`src/rtl/tmod_sample_ctrl.sv`:
```
// ---------------------------------------------------------------------------
// tmod_sample_ctrl
//
// Periodic temperature sampler. Every (frq+1) qualifying ticks it captures
// temp_i, pushes it into an external DEPTH-entry ring buffer, and maintains
// running statistics: sample count, max, min (since reset/clear) and the mean
// of the ring contents. The mean uses a running sum, so the entry that is
// about to be overwritten is read back first and subtracted once the ring is
// full.
//
// Handshake / timing: there is no valid/ready pair here. A tick qualifies only
// in COUNT; a qualifying tick in cycle T gives buf_re in T+2, buf_we in T+3
// and updated statistics from T+5. buf_rdata_i must be valid the cycle after
// buf_re_o (registered RAM read). Ticks arriving while busy are dropped and
// flagged on overrun_o for that cycle.
//
// Ports
//   clk_i, reset_i          clock, synchronous active-high reset
//   tick_i                  base time tick, one clk wide
//   temp_i[W]               sensor temperature, unsigned
//   en_i                    sampling enable (level)
//   clear_i                 flush ring pointers and statistics (pulse)
//   cfg_we_i, cfg_frq_i[8]  load ticks-per-sample minus one
//   buf_re_o, buf_raddr_o   ring read port, buf_rdata_i[W] returns next cycle
//   buf_we_o, buf_waddr_o, buf_wdata_o   ring write port
//   count_o[LD+1]           samples held in ring (0..DEPTH)
//   max_t_o, min_t_o, avg_t_o            statistics
//   stat_valid_o, avg_valid_o, busy_o, overrun_o   status flags
//   state_o[3]              current FSM state (debug)
// ---------------------------------------------------------------------------
module tmod_sample_ctrl #(
  parameter int W     = 8,
  parameter int DEPTH = 8,
  localparam int LD   = $clog2(DEPTH)
) (
  input  logic          clk_i,
  input  logic          reset_i,
  input  logic          tick_i,
  input  logic [W-1:0]  temp_i,
  input  logic          en_i,
  input  logic          clear_i,
  input  logic          cfg_we_i,
  input  logic [7:0]    cfg_frq_i,
  output logic          buf_re_o,
  output logic [LD-1:0] buf_raddr_o,
  input  logic [W-1:0]  buf_rdata_i,
  output logic          buf_we_o,
  output logic [LD-1:0] buf_waddr_o,
  output logic [W-1:0]  buf_wdata_o,
  output logic [LD:0]   count_o,
  output logic [W-1:0]  max_t_o,
  output logic [W-1:0]  min_t_o,
  output logic [W-1:0]  avg_t_o,
  output logic          stat_valid_o,
  output logic          avg_valid_o,
  output logic          busy_o,
  output logic          overrun_o,
  output logic [2:0]    state_o
);

  typedef enum logic [2:0] {
    S_IDLE     = 3'd0,
    S_COUNT    = 3'd1,
    S_CAPTURE  = 3'd2,
    S_READ_OLD = 3'd3,
    S_WRITE    = 3'd4,
    S_UPDATE   = 3'd5
  } state_t;

  localparam logic [LD:0] CNT_FULL = (LD+1)'(DEPTH);

  state_t          state_q;
  logic [7:0]      frq_q;
  logic [7:0]      tick_cnt_q;
  logic [LD-1:0]   wptr_q;
  logic [LD:0]     count_q;
  logic [W+LD-1:0] sum_q;
  logic [W-1:0]    sample_q;
  logic [W-1:0]    old_q;
  logic            full_q;     // ring was full before this sample's WRITE
  logic [W-1:0]    max_q;
  logic [W-1:0]    min_q;
  logic            buf_re_q;
  logic [LD-1:0]   buf_raddr_q;
  logic            buf_we_q;
  logic [LD-1:0]   buf_waddr_q;
  logic [W-1:0]    buf_wdata_q;

  logic            busy;
  logic [W+LD-1:0] sum_d;

  assign busy = (state_q == S_CAPTURE) || (state_q == S_READ_OLD) ||
                (state_q == S_WRITE)   || (state_q == S_UPDATE);

  // Add the new sample and retire the overwritten one in a single step. The
  // intermediate sum may wrap, but the final result always fits W+LD bits.
  assign sum_d = sum_q + {{LD{1'b0}}, sample_q}
               - (full_q ? {{LD{1'b0}}, old_q} : {(W+LD){1'b0}});

  always_ff @(posedge clk_i) begin
    if (reset_i) begin
      state_q     <= S_IDLE;
      frq_q       <= 8'd0;
      tick_cnt_q  <= 8'd0;
      wptr_q      <= '0;
      count_q     <= '0;
      sum_q       <= '0;
      sample_q    <= '0;
      old_q       <= '0;
      full_q      <= 1'b0;
      max_q       <= '0;
      min_q       <= '1;
      buf_re_q    <= 1'b0;
      buf_raddr_q <= '0;
      buf_we_q    <= 1'b0;
      buf_waddr_q <= '0;
      buf_wdata_q <= '0;
    end else begin
      buf_re_q <= 1'b0;
      buf_we_q <= 1'b0;
      if (cfg_we_i) begin
        frq_q <= cfg_frq_i;
      end
      if (clear_i) begin
        // Any in-flight sample is dropped; the pulses above are already 0.
        wptr_q     <= '0;
        count_q    <= '0;
        sum_q      <= '0;
        max_q      <= '0;
        min_q      <= '1;
        full_q     <= 1'b0;
        tick_cnt_q <= 8'd0;
        state_q    <= en_i ? S_COUNT : S_IDLE;
      end else begin
        case (state_q)
          S_IDLE: begin
            if (en_i) begin
              state_q    <= S_COUNT;
              tick_cnt_q <= 8'd0;
            end
          end
          S_COUNT: begin
            if (!en_i) begin
              state_q <= S_IDLE;
            end else if (tick_i && !cfg_we_i) begin
              if (tick_cnt_q == frq_q) begin
                state_q    <= S_CAPTURE;
                tick_cnt_q <= 8'd0;
              end else begin
                tick_cnt_q <= tick_cnt_q + 8'd1;
              end
            end
          end
          S_CAPTURE: begin
            sample_q    <= temp_i;
            buf_re_q    <= 1'b1;
            buf_raddr_q <= wptr_q;
            state_q     <= S_READ_OLD;
          end
          S_READ_OLD: begin
            buf_we_q    <= 1'b1;
            buf_waddr_q <= wptr_q;
            buf_wdata_q <= sample_q;
            state_q     <= S_WRITE;
          end
          S_WRITE: begin
            old_q  <= buf_rdata_i;
            full_q <= (count_q == CNT_FULL);
            wptr_q <= wptr_q + LD'(1);
            if (count_q != CNT_FULL) begin
              count_q <= count_q + (LD+1)'(1);
            end
            state_q <= S_UPDATE;
          end
          S_UPDATE: begin
            sum_q <= sum_d;
            if (sample_q > max_q) max_q <= sample_q;
            if (sample_q < min_q) min_q <= sample_q;
            state_q <= en_i ? S_COUNT : S_IDLE;
          end
          default: state_q <= S_IDLE;
        endcase
        // A configuration write restarts the tick divider in every state.
        if (cfg_we_i) begin
          tick_cnt_q <= 8'd0;
        end
      end
    end
  end

  assign buf_re_o     = buf_re_q;
  assign buf_raddr_o  = buf_raddr_q;
  // clear (and reset) suppress a write already scheduled for this cycle.
  assign buf_we_o     = buf_we_q & ~clear_i & ~reset_i;
  assign buf_waddr_o  = buf_waddr_q;
  assign buf_wdata_o  = buf_wdata_q;
  assign count_o      = count_q;
  assign max_t_o      = max_q;
  assign min_t_o      = min_q;
  assign stat_valid_o = (count_q != '0);
  assign avg_valid_o  = (count_q == CNT_FULL);
  assign avg_t_o      = avg_valid_o ? sum_q[W+LD-1:LD] : '0;
  assign busy_o       = busy;
  assign overrun_o    = tick_i & busy & ~clear_i & ~reset_i;
  assign state_o      = state_q;

endmodule

```
`config.mk`:
```
export PLATFORM = sky130hd
export DESIGN_NAME = tmod_sample_ctrl
export DESIGN_NICKNAME = d
export VERILOG_FILES = /design/src/rtl/tmod_sample_ctrl.sv
export SDC_FILE = /design/constraint.sdc
export NUM_CORES = 1
export LEC_CHECK = 0
export CAP_MARGIN = 20
export CORE_MARGIN = 3
export CORE_UTILIZATION = 48
export DETAILED_ROUTE_END_ITERATION = 8
export PLACE_DENSITY = 0.77
export SYNTH_ARGS = -nofsm -noshare
export SYNTH_HDL_FRONTEND = slang
export SYNTH_SLANG_ARGS = --single-unit
export TNS_END_PERCENT = 5
```
`constraint.sdc`:
```
create_clock -name clk_i -period 2.7 [get_ports clk_i]
set_clock_uncertainty 0.2 [all_clocks]
set_input_delay 0.81 -clock clk_i [delete_from_list [all_inputs] [get_ports clk_i]]
set_output_delay 0.81 -clock clk_i [all_outputs]
set_load 0.02 [all_outputs]
```
======== Word level (Yosys, flattened, before mapping) ========
Cells that the tools add are included.
word-level totals
  register bits after elaboration ......... 86
  bits of input ports ..................... 30
  output and inout bits ................... 51
cells by class
  add/subtract/negate cells ............... 5
  magnitude comparators ................... 2
  equality and inequality tests ........... 14
  mux-type cells .......................... 16
  bitwise operators ....................... 7
  reductions and logical operators ........ 18
operators by type and width
  cell                                                             count
  8-bit 2-to-1 mux                                                 6
  3-bit case mux with 6 select lines                               1
  8-bit case mux with 2 select lines                               1
  3-bit 2-to-1 mux                                                 5
  4-bit inequality test, second input constant                     3
  2-bit AND reduction                                              6
  11-bit by 8-bit adder with 11-bit output                         1
  11-bit by 8-bit subtractor with 11-bit output                    1
  8-bit by 1-bit adder with 8-bit output, second input constant    1
  8-bit == test                                                    1
  8-bit greater-than comparator                                    1
  8-bit less-than comparator                                       1
  3-bit by 2-bit == test with 1-bit output, second input constant  2
  3-bit == test, second input constant                             2
  2-bit inequality test, second input constant                     3
  1-bit AND                                                        5
  4-bit by 1-bit adder with 4-bit output, second input constant    1
  4-bit == test, second input constant                             1
  4-bit AND reduction                                              1
  4-bit nonzero test                                               1
  3-bit by 1-bit adder with 3-bit output, second input constant    1
  3-bit by 1-bit == test with 1-bit output, second input constant  1
  3-bit logical NOT                                                1
  1-bit logical OR                                                 3
  9 further kinds                                                  12

======== Logic depth before layout (Yosys ltp) ========
Gate-level depths: netlist of the first run.
  word-level depth ........................ 7
  depth in mapped cells ................... 11
  gate-level depth less buffers ........... 11

======== Worst setup path before layout of the first run ========
No wires, ideal clock.
  path kind ............................... reg2reg
  start ................................... register sample_q[1]
  end ..................................... register sum_q[10]
  library setup time ...................... 72 ps
  data arrival time ....................... 2686 ps
  required time ........................... 2428 ps
  setup slack ............................. -258 ps
  cell stages (with the launch flop) ...... 11
  period minus slack after synthesis ...... 2958 ps
  cell sequence ........................... dfxtp_1 -> inv_1 -> fa_1 -> inv_1 -> fa_1 -> a21o_1 -> a221oi_1 -> o221a_2 -> nor3_1 -> nor3_1 -> mux2i_1
between the ends
  longest elaborated chain between the ends .. 2
RTL lines
  what                                           RTL line  RTL
  start: declaration                             78        logic [W-1:0] sample_q;
  start signal: assignment                       155       sample_q <= temp_i;
  11-bit by 8-bit adder with 11-bit output       97        assign sum_d = sum_q + {{LD{1'b0}}, sample_q}
  11-bit by 8-bit subtractor with 11-bit output  98        - (full_q ? {{LD{1'b0}}, old_q} : {(W+LD){1'b0}});
  end signal: assignment                         176       sum_q <= sum_d;
  end: declaration                               77        logic [W+LD-1:0] sum_q;
Every way passes these cells.
A chain may end at the register's enable or synchronous reset.

======== Worst setup path in the final report of the first run ========
  start ................................... register full_q
  end ..................................... register sum_q[10]
between the ends
  longest elaborated chain between the ends .. 2
RTL lines
  what                                           RTL line  RTL
  start: declaration                             80        logic full_q;
  start signal: assignment                       168       full_q <= (count_q == CNT_FULL);
  8-bit 2-to-1 mux                               98
  11-bit by 8-bit subtractor with 11-bit output  98
Every way passes these cells.

==> reports/metrics.cfg, run 1 <==
[timing]
fin_crit_ns = 2.85
tns_ns = -0.526
setup-violations-final = 5
drv_slew = 0
fmax_mhz = 350
worst_slew_pin_slew_ns = 0.732
hold_viol_final = 0
whs_ns = 0.259
max_slew_margin_pct = 51.2
fin_crit_sh_pct = 106
fin_ws_ns = -0.154
rsz0062_at_grt = true

[clocking]
root_buffer = clkbuf_8
cts_max_path_buffers = 2
numCtsBuffers = 9
clock_sinks = 86
cts_tree = yes
clkLatencyLatePin_ns = 0.36
htreeDepth = 3
clkTransAtPathRegs_ns = 0.09

[setup_path]
path_class = flip-flop to flip-flop
critPathRequiredTime_ns = 2.80
cp_max_fo = 6
cp-end-kind = flip-flop
start_kind = flip-flop
arrival_ns = 2.95

[global_routing]
track_usage_pct = 22.7
grt_first_pass_wirelength_um = 19100
antenna_found_initial = 0
met3_usage_pct = 3.96
met1_usage_pct = 29.3
grt-busiest-layer = met2
use_met2_pct = 37.3
grt_max_degree = 45
first_global_vias = 4097
grt_overflow_total = 0

[yosys]
synth_flop_cell = dfxtp_1
syn_inst = 552
syn_nets = 620
synthArstFlopShare_pct = 0
synth_cell_types = 53
yosys.area_share.xor_xnor_pct = 5.19
ys_seq_area_share_pct = 37.8
yosys_warnings = 0
synth.area.mux_share_pct = 3.07
synthAdderAreaFrac_pct = 11.7
synth_top_family_by_area = simple AND/OR/NAND/NOR gates
synth-edff-count = 0
netlist_area_um2 = 4560
synth-simple-area-share_pct = 21.6
synth-seq-cells = 86
syn_area_per_cell_um2 = 8.26
synth-compound-area-share_pct = 13.7

[routing]
drc = 0
totalWireLength_um = 11900
vias = 4264
wl_per_cell_um = 14.9
ant_nets = 0
first_pass_iters = 5
drt-initial-drc-count = 189
vias_per_cell = 5.37

[power]
internal_power_mw = 1.90
p_sw_share_pct = 24.0
p_per_area_nw_per_um2 = 414
power_frac_seq_pct = 51.2
power_frac_clock_pct = 41.4
cellLeakagePower_nw = 2.55
max-vdd-ir-drop_mv = 0.283
combPwrFrac_pct = 7.4
switching_power_mw = 0.602

[floorplan]
start_util_pct = 50.8
io_pins = 81
rows = 34
core-area_um2 = 8980
die_y_um = 103
fp.dieW_um = 103
die_area_um2 = 10700

[layout]
fin_util_pct = 67.4
synthToLayoutAreaGrowth_pct = 32.6
num-fill-cells = 725
antenna_cells = 0
final_area_um2 = 6050
instances_no_fill = 794
final_net_count = 731
layout-drive-gt1-share_pct = 15.0

[run_status]
status = complete, but fails checks
violations = negative setup slack

[worst_hold_path]
hp-class = flip-flop to flip-flop

[place]
dp_cells = 775
dpl.hpwl_um = 8730
place.gp.congestion = 0.856
place_area_um2 = 5770
io_buffers = 80

[run]
drv_cap = 0

==> stage by stage <==
| step | worst slack [ns] | power [mW] |
|---|---|---|
| floorplan | -0.0138 | 1.40 |
| global placement | -0.675 | 1.49 |
| detailed placement | -0.697 | 1.49 |
| CTS | -0.133 | 2.50 |
| global route | -0.269 | 2.58 |
| finish | -0.154 | 2.50 |
==> cells in the final DEF, fill, tap and decap left out, drive strengths merged, types with 14 or more instances in the layout <==
master / synthesis / routed
o21ai: 20 / 20
nand3: 26 / 26
buf: 5 / 47
clkbuf: 21 / 17
nor2: 35 / 35
a21oi: 53 / 53
ha: 30 / 30
xor2: 18 / 18
clkdlybuf4s50: 0 / 66
inv: 55 / 58
dfxtp: 86 / 86
mux2i: 14 / 14
nand2: 85 / 85
and2: 19 / 19
==> synth_stat cells (8+ instances only) <==
master | count | area (um^2)
a21o_1 | 8 | 60.1
a21oi_1 | 53 | 265
and2_1 | 19 | 119
clkbuf_1 | 21 | 78.8
dfxtp_1 | 86 | 1720
fa_1 | 8 | 160
ha_1 | 30 | 375
inv_1 | 55 | 206
mux2i_1 | 14 | 140
nand2_1 | 85 | 319
nand3_1 | 26 | 130
nor2_1 | 34 | 128
o21ai_0 | 19 | 95.1
xnor2_1 | 9 | 78.8
xor2_1 | 18 | 158
==> final timing paths <==
| kind | startpoint | to | slack, ns | cells past startpoint |
|---|---|---|---|---|
| worst max-delay path | full_q$_SDFFE_PP0P_ | sum_q[10]$_SDFFE_PP0P_ | -0.15 | 10 |
| worst min-delay path | old_q[7]$_SDFFE_PP0P_ | old_q[7]$_SDFFE_PP0P_ | 0.26 | 2 |
| worst max register to register | full_q$_SDFFE_PP0P_ | sum_q[10]$_SDFFE_PP0P_ | -0.15 | 10 |
| worst min register to register | old_q[7]$_SDFFE_PP0P_ | old_q[7]$_SDFFE_PP0P_ | 0.26 | 2 |
==> flip-flops by register name (all words and copies together) (netlist names), 4 cells and up <==
register / count
frq_q: 8
buf_wdata_o: 8
sample_q: 8
tick_cnt_q: 8
sum_q: 11
min_t_o: 8
max_t_o: 8
old_q: 8
count_o: 4
==> kinds of logic (layout without fill, tap and decap cells) <==
kind of cell / after synthesis / in the layout
buffers and inverters: 81 / 196
AOI/OAI and AO/OA: 103 / 103
DFF: 86 / 86
adders and majority gates: 38 / 38
muxes: 14 / 14
xor gates and xnor gates: 27 / 27
and+or+nand+nor: 203 / 204
==> power by group through the flow <==
stage	logic, mW	registers [mW]	clock network [mW]
2_1_floorplan	0.0887	1.32	0
3_3_place_gp	0.174	1.31	0
3_5_place_dp	0.177	1.31	0
4_1_cts	0.180	1.28	1.04
5_1_grt	0.200	1.28	1.10
6_report	0.185	1.28	1.04
==> metal layers <==
| layer | part of all wire [%] | wire length [um] | vias up |
|---|---|---|---|
| li1 | - | - | 2066 |
| met1 | 44 | 5180 | 2013 |
| met2 | 48 | 5690 | 154 |
| met3 | 5.6 | 664 | 31 |
| met4 | 2.8 | 329 | 0 |
| met5 | 0 | 0 | - |
==> area by class of cell <==
cell class	instances	area (um^2)	area share, %
multi-input cells	386	2650	43.8
repair buffers	125	1080	17.9
clock inverters	7	101	1.68
well taps	126	158	2.61
flip-flops and latches	86	1730	28.6
inverters	55	206	3.41
clock buffers	9	124	2.05
==> worst max-delay path: stages, from the launching register on <==
cell and delay, ns:
dfxtp_4 0.37, and2_4 0.14, fa_1 0.51, inv_2 0.05, fa_2 0.39, a21o_1 0.20
a221oi_4 0.25, o221a_2 0.26, nor3_2 0.05, nor3_2 0.18, mux2i_1 0.19
==> repair_timing <==
action / CTS / global route
setup buffers: 1 / 1
pin swaps: 1 / 9
endpoints found under the setup margin: 16 / 24
resized for setup: 24 / 29
cloned: 1 / 0
hold buffers: 0 / 0
Power figures use the tool's default switching activity.
==> run 2, diff against run 1 <==
- CORE_UTILIZATION: 48 -> 53
- PLACE_DENSITY: 0.77 -> 0.8
- clock period: 2.7 -> 2.9 ns (I/O delays scaled with it)
==> run 2 against run 1 <==
The flow still finishes with violations (negative setup slack); largest power group unchanged; count of clock-buffer cells in the layout stayed put; register-to-register slack better by 0.15 ns; sequential cell count stayed put; maximum frequency is 1.8% lower; sequential power is 7% lower; highest routed layer unchanged; critical path depth is 1 higher.
==> reports/metrics.cfg, run 2 (synthesized netlist as in run 1, its figures left out) <==
[timing]
rsz0062_at_grt = true  ; unchanged
tns_ns = -0.00467  ; was -0.526 ns
setup-violations-final = 1  ; was 5
fmax_mhz = 344  ; was 350 MHz
fin_ws_ns = -0.00467  ; was -0.154 ns
whs_ns = 0.256  ; was 0.259 ns
max_slew_margin_pct = 32.6  ; was 51.2%
hold_viol_final = 0  ; unchanged
drv_slew = 0  ; unchanged
fin_crit_sh_pct = 100  ; was 106%
fin_crit_ns = 2.90  ; was 2.85 ns
worst_slew_pin_slew_ns = 1.00  ; was 0.732 ns

[layout]
layout-drive-gt1-share_pct = 13.2  ; was 15.0%
regMostFlops = sum_q  ; unchanged
antenna_cells = 0  ; unchanged
synthToLayoutAreaGrowth_pct = 30.3  ; was 32.6%
final_area_um2 = 5940  ; was 6050 um^2
final_net_count = 724  ; was 731
most-common-layout-cells = 85 x nand2_1, 85 x dfxtp_1, 66 x clkdlybuf4s50_1, 53 x inv_1, 52 x a21oi_1  ; was 85 x nand2_1, 83 x dfxtp_1, 66 x clkdlybuf4s50_1, 54 x inv_1, 52 x a21oi_1
largest_register_ffs = 11  ; unchanged
fin_util_pct = 71.6  ; was 67.4%

[routing]
totalWireLength_um = 11400  ; was 11900 um
drt-initial-drc-count = 233  ; was 189
first_pass_iters = 5  ; unchanged
vias_per_cell = 5.42  ; was 5.37
drc = 0  ; unchanged
wl_per_cell_um = 14.9  ; about the same
ant_nets = 0  ; unchanged
vias = 4155  ; was 4264

[run_status]
violations = negative setup slack  ; unchanged
status = complete, but fails checks  ; unchanged

[setup_path]
start_kind = flip-flop  ; unchanged
crit_slowest_cell = fa_1  ; unchanged
cpPeakStageDelay_ns = 0.49  ; was 0.51 ns
cp-end-kind = flip-flop  ; unchanged
cp_max_fo = 6  ; unchanged
path_class = flip-flop to flip-flop  ; unchanged
critPathRequiredTime_ns = 2.99  ; was 2.80 ns
cp_cell_sequence = and2_4, fa_1, inv_2, fa_2, a21o_1, a221oi_2, buf_4, o21ai_0, xnor2_1, nand2_1, a21oi_1  ; was and2_4, fa_1, inv_2, fa_2, a21o_1, a221oi_4, o221a_2, nor3_2, nor3_2, mux2i_1
arrival_ns = 3.00  ; was 2.95 ns

[clocking]
cts_tree = yes  ; unchanged
cts.hold.buffers_added = 0  ; unchanged
clkTransAtPathRegs_ns = 0.09  ; about the same
cts_max_path_buffers = 2  ; unchanged
root_buffer = clkbuf_8  ; unchanged
numCtsBuffers = 9  ; unchanged
htreeDepth = 3  ; unchanged
clock_sinks = 86  ; unchanged
clkLatencyLatePin_ns = 0.37  ; was 0.36 ns

[global_routing]
first_global_vias = 3973  ; was 4097
grt_first_pass_wirelength_um = 18300  ; was 19100 um
grt_overflow_total = 0  ; unchanged
track_usage_pct = 23.0  ; was 22.7%
antenna_found_initial = 0  ; unchanged
grt_max_degree = 45  ; unchanged

[power]
p_per_area_nw_per_um2 = 371  ; was 414 nW/um^2
internal_power_mw = 1.62  ; was 1.90 mW
switching_power_mw = 0.591  ; was 0.602 mW
cellLeakagePower_nw = 2.51  ; was 2.55 nW
report.power.total_mw = 2.21  ; was 2.50 mW
power_frac_seq_pct = 54.1  ; was 51.2%
combPwrFrac_pct = 7.7  ; was 7.4%
p_sw_share_pct = 26.8  ; was 24.0%
max-vdd-ir-drop_mv = 0.276  ; was 0.283 mV
power_frac_clock_pct = 38.2  ; was 41.4%

[place]
dpl.hpwl_um = 8340  ; was 8730 um
place_area_um2 = 5670  ; was 5770 um^2
place.gp.congestion = 0.870  ; was 0.856
io_buffers = 80  ; unchanged

[floorplan]
core-area_um2 = 8300  ; was 8980 um^2
rows = 33  ; was 34
die_y_um = 98.8  ; was 103 um
start_util_pct = 55.0  ; was 50.8%
io_pins = 81  ; unchanged
die_area_um2 = 9750  ; was 10700 um^2
fp.dieW_um = 98.8  ; was 103 um

[run]
drv_cap = 0  ; unchanged

[worst_hold_path]
hp-class = flip-flop to flip-flop  ; unchanged

-- run 2: area by class of cell --
cell class / instances / area, um^2
Multi-Input combinational cell: 385 / 2610
Sequential cell: 86 / 1730
Tap cell: 105 / 131
Fill cell: 632 / 2360
Clock buffer: 9 / 124
Inverter: 55 / 206
Timing Repair Buffer: 119 / 1070
Clock inverter: 7 / 73.8
-- run 2: power groups by stage --
| stage | clock (mW) | combinational [mW] | sequential, mW |
|---|---|---|---|
| global placement | 0 | 0.158 | 1.22 |
| global route | 0.902 | 0.184 | 1.20 |
| finish | 0.843 | 0.170 | 1.19 |
| detailed placement | 0 | 0.162 | 1.22 |
| floorplan | 0 | 0.0823 | 1.22 |
| CTS | 0.854 | 0.163 | 1.20 |
-- run 2: through the flow --
step	cells	worst slack, ns
after floorplan	552	0.0441
after global placement	748	-0.566
after detailed placement	748	-0.571
after CTS	764	-0.0316
after global routing	766	-0.146
final	766	-0.00467
-- run 2: per-layer routing --
metal / vias up / global-route usage, % / part of all wire, %
met5: - / 0 / 0
met4: 0 / 9.35 / 2.4
met3: 24 / 3.26 / 4.2
met2: 120 / 38.1 / 49
met1: 1968 / 30.2 / 45
li1: 2043 / - / -
-- run 2: final timing paths --
kind,from,endpoint,slack (ns),cells past startpoint
worst max-delay path,full_q$_SDFFE_PP0P_,sum_q[8]$_SDFFE_PP0P_,-0.005,11
worst min-delay path,old_q[0]$_SDFFE_PP0P_,old_q[0]$_SDFFE_PP0P_,0.26,2
worst max register to register,full_q$_SDFFE_PP0P_,sum_q[8]$_SDFFE_PP0P_,-0.005,11
worst min register to register,old_q[0]$_SDFFE_PP0P_,old_q[0]$_SDFFE_PP0P_,0.26,2
-- run 2: critical path, delay by kind of cell (launching register included) --
family | cells | cell delay (ns)
adder cells (fa/ha/maj) | 2 | 0.85
AO/OA/AOI/OAI | 4 | 0.81
flip-flops | 1 | 0.37
buffers and inverters | 2 | 0.23
AND/OR/NAND/NOR | 2 | 0.21
XOR/XNOR | 1 | 0.16
-- run 2: what timing repair did --
action                                  4_1_cts  5_1_grt
setup buffers                                 0        2
resized for setup                            23       28
endpoints found under the setup margin       15       14
pin swaps                                     3        6
==> run 3, diff against run 2 <==
- REMOVE_ABC_BUFFERS: default -> 1
- TNS_END_PERCENT: 5 -> 20
==> run 3 against run 2 <==
The flow now finishes without violations; critical path depth is the same; critical endpoint unchanged; sequential cell count is the same; critical path type unchanged; largest cell class unchanged; power grew 13%; cell area grew 1.8%.
==> reports/metrics.cfg, run 3 (synthesized netlist as in run 1, its figures left out) <==
[layout]
regMostFlops = sum_q  ; unchanged
final_net_count = 724  ; unchanged
layout_commonest_cell = nand2_1
num-fill-cells = 612  ; was 632
antenna_cells = 0  ; unchanged
ff_latch_area_um2 = 1730  ; about the same
layout-drive-gt1-share_pct = 12.9  ; was 13.2%
fin_util_pct = 72.9  ; was 71.6%
most-common-layout-cells = 85 x nand2_1, 84 x dfxtp_1, 66 x clkdlybuf4s50_1, 54 x inv_1, 51 x a21oi_1  ; was 85 x nand2_1, 85 x dfxtp_1, 66 x clkdlybuf4s50_1, 53 x inv_1, 52 x a21oi_1
synthToLayoutAreaGrowth_pct = 32.6  ; was 30.3%
multi_input_area_um2 = 2640  ; was 2610 um^2
largest_register_ffs = 11  ; unchanged

[clocking]
clock_sinks = 86  ; unchanged
cts_max_path_buffers = 2  ; unchanged
clkLatencyLatePin_ns = 0.36  ; was 0.37 ns
cts.hold.buffers_added = 0  ; unchanged
clkTransAtPathRegs_ns = 0.08  ; was 0.09 ns
root_buffer = clkbuf_8  ; unchanged
htreeDepth = 3  ; unchanged
cts_tree = yes  ; unchanged
numCtsBuffers = 9  ; unchanged

[global_routing]
grt_max_degree = 45  ; unchanged
first_global_vias = 4076  ; was 3973
track_usage_pct = 23.6  ; was 23.0%
grt_first_pass_wirelength_um = 18800  ; was 18300 um
antenna_found_initial = 0  ; unchanged
grt_overflow_total = 0  ; unchanged

[setup_path]
cp_max_fo = 6  ; unchanged
cp-end-kind = flip-flop  ; unchanged
critPathRequiredTime_ns = 2.99  ; about the same
start_kind = flip-flop  ; unchanged
reg2reg_slack_ns = 0.03  ; was -0.005 ns
crit_slowest_cell = fa_1  ; unchanged
r2r_end = sum_q[8]$_SDFFE_PP0P_  ; unchanged
crit_start = full_q$_SDFFE_PP0P_  ; unchanged
path_buf_inv = 2  ; unchanged
path_class = flip-flop to flip-flop  ; unchanged
cp_top_family = adder cells  ; unchanged
cp_cell_sequence = and2_4, fa_1, inv_2, fa_2, a21o_1, a221oi_4, buf_4, o21ai_2, xnor2_1, nand2_1, a21oi_2  ; was and2_4, fa_1, inv_2, fa_2, a21o_1, a221oi_2, buf_4, o21ai_0, xnor2_1, nand2_1, a21oi_1
r2r_cells = 11  ; unchanged
arrival_ns = 2.97  ; was 3.00 ns
r2r-start = full_q$_SDFFE_PP0P_  ; unchanged
cpPeakStageDelay_ns = 0.51  ; was 0.49 ns

[run_status]
status = finished clean  ; was complete, but fails checks

[routing]
first_pass_iters = 7  ; was 5
top_layer_used = met4  ; unchanged
vias = 4215  ; was 4155
wl_per_cell_um = 15.5  ; was 14.9 um
wl_met1_um = 4850  ; was 5100 um
wl_met3_um = 740  ; was 476 um
ant_nets = 0  ; unchanged
drt-initial-drc-count = 250  ; was 233
wl_met2_um = 6000  ; was 5580 um
totalWireLength_um = 11800  ; was 11400 um
vias_per_cell = 5.50  ; was 5.42
drc = 0  ; unchanged

[run]
drv_cap = 0  ; unchanged

[timing]
fin_crit_ns = 2.87  ; was 2.90 ns
setup-violations-final = 0  ; was 1
rsz0062_at_grt = true  ; unchanged
hold_viol_final = 0  ; unchanged
worst_slew_pin_slew_ns = 0.826  ; was 1.00 ns
fin_crit_sh_pct = 99.0  ; was 100%
fmax_mhz = 348  ; was 344 MHz
drv_slew = 0  ; unchanged
max_slew_margin_pct = 44.9  ; was 32.6%
whs_ns = 0.252  ; was 0.256 ns

[worst_hold_path]
min_to = old_q[7]$_SDFFE_PP0P_  ; was old_q[0]$_SDFFE_PP0P_
hold_start = old_q[7]$_SDFFE_PP0P_  ; was old_q[0]$_SDFFE_PP0P_
hp-class = flip-flop to flip-flop  ; unchanged
min_path_cells = 2  ; unchanged

[floorplan]
die_area_um2 = 9750  ; unchanged
die_y_um = 98.8  ; unchanged
rows = 33  ; unchanged
fp.dieW_um = 98.8  ; unchanged
core-area_um2 = 8300  ; unchanged
io_pins = 81  ; unchanged
start_util_pct = 55.0  ; unchanged

[power]
cellLeakagePower_nw = 2.58  ; was 2.51 nW
p_per_area_nw_per_um2 = 413  ; was 371 nW/um^2
max-vdd-ir-drop_mv = 0.233  ; was 0.276 mV

[place]
dpl.hpwl_um = 8370  ; was 8340 um
place.gp.congestion = 0.932  ; was 0.870
io_buffers = 80  ; unchanged

==> run 3: stage by stage <==
step,std cells,setup WS [ns],instance area (um^2),TNS (ns),power [mW]
final,766,0.0280,6050,0,2.50
after global routing,766,-0.0735,6050,-0.189,2.57
after CTS,765,-0.0547,5940,-0.0547,2.49
after detailed placement,748,-0.587,5670,-1.47,1.39
after global placement,748,-0.580,5670,-1.24,1.38
after floorplan,526,-0.0610,4450,-0.0610,1.29
==> run 3: timing repair <==
item                                    CTS  global route
setup buffers                             1             1
gates resized for setup                  26            20
pin swaps                                 1            10
gates cloned                              0             0
endpoints found under the setup margin   15             6
==> run 3: worst register-to-register path: cells and delay by family (launching register included) <==
family	cells	cell delay, ns
adder cells (fa/ha/maj)	2	0.87
buffers and inverters	2	0.22
XOR/XNOR	1	0.18
flip-flops	1	0.37
AO/OA/AOI/OAI	4	0.75
AND/OR/NAND/NOR	2	0.23
==> run 3: layout make-up <==
type,instances,area share (%)
inverter,55,3.41
tap,105,2.17
clock buffer,10,2.28
timing repair buffer,119,17.8
multi-input combinational,385,43.6
sequential,86,28.6
clock inverter,6,2.19
==> run 3: how the worst max path moves through the flow <==
stage                                         to  slack (ns)  cells past startpoint
after detailed placement               overrun_o       -0.59                      5
after floorplan           sum_q[10]$_SDFFE_PP0P_       -0.06                     10
after global routing       sum_q[7]$_SDFFE_PP0P_       -0.07                     10
after CTS                 sum_q[10]$_SDFFE_PP0P_       -0.05                     10
final                      sum_q[8]$_SDFFE_PP0P_        0.03                     11
after global placement                 overrun_o       -0.58                      5
==> run 3: metal layers <==
layer,vias to the layer above,GRT usage (%)
met4,0,7.56
met5,-,0
met3,25,5.24
li1,2044,-
met1,2001,29.6
met2,145,40.4
==> run 3: where the power goes <==
part	internal (mW)	total (mW)	switching, mW
registers	1.19	1.19	0.00595
logic	0.0918	0.177	0.0851
clock network	0.681	1.13	0.444
total	1.96	2.50	0.535
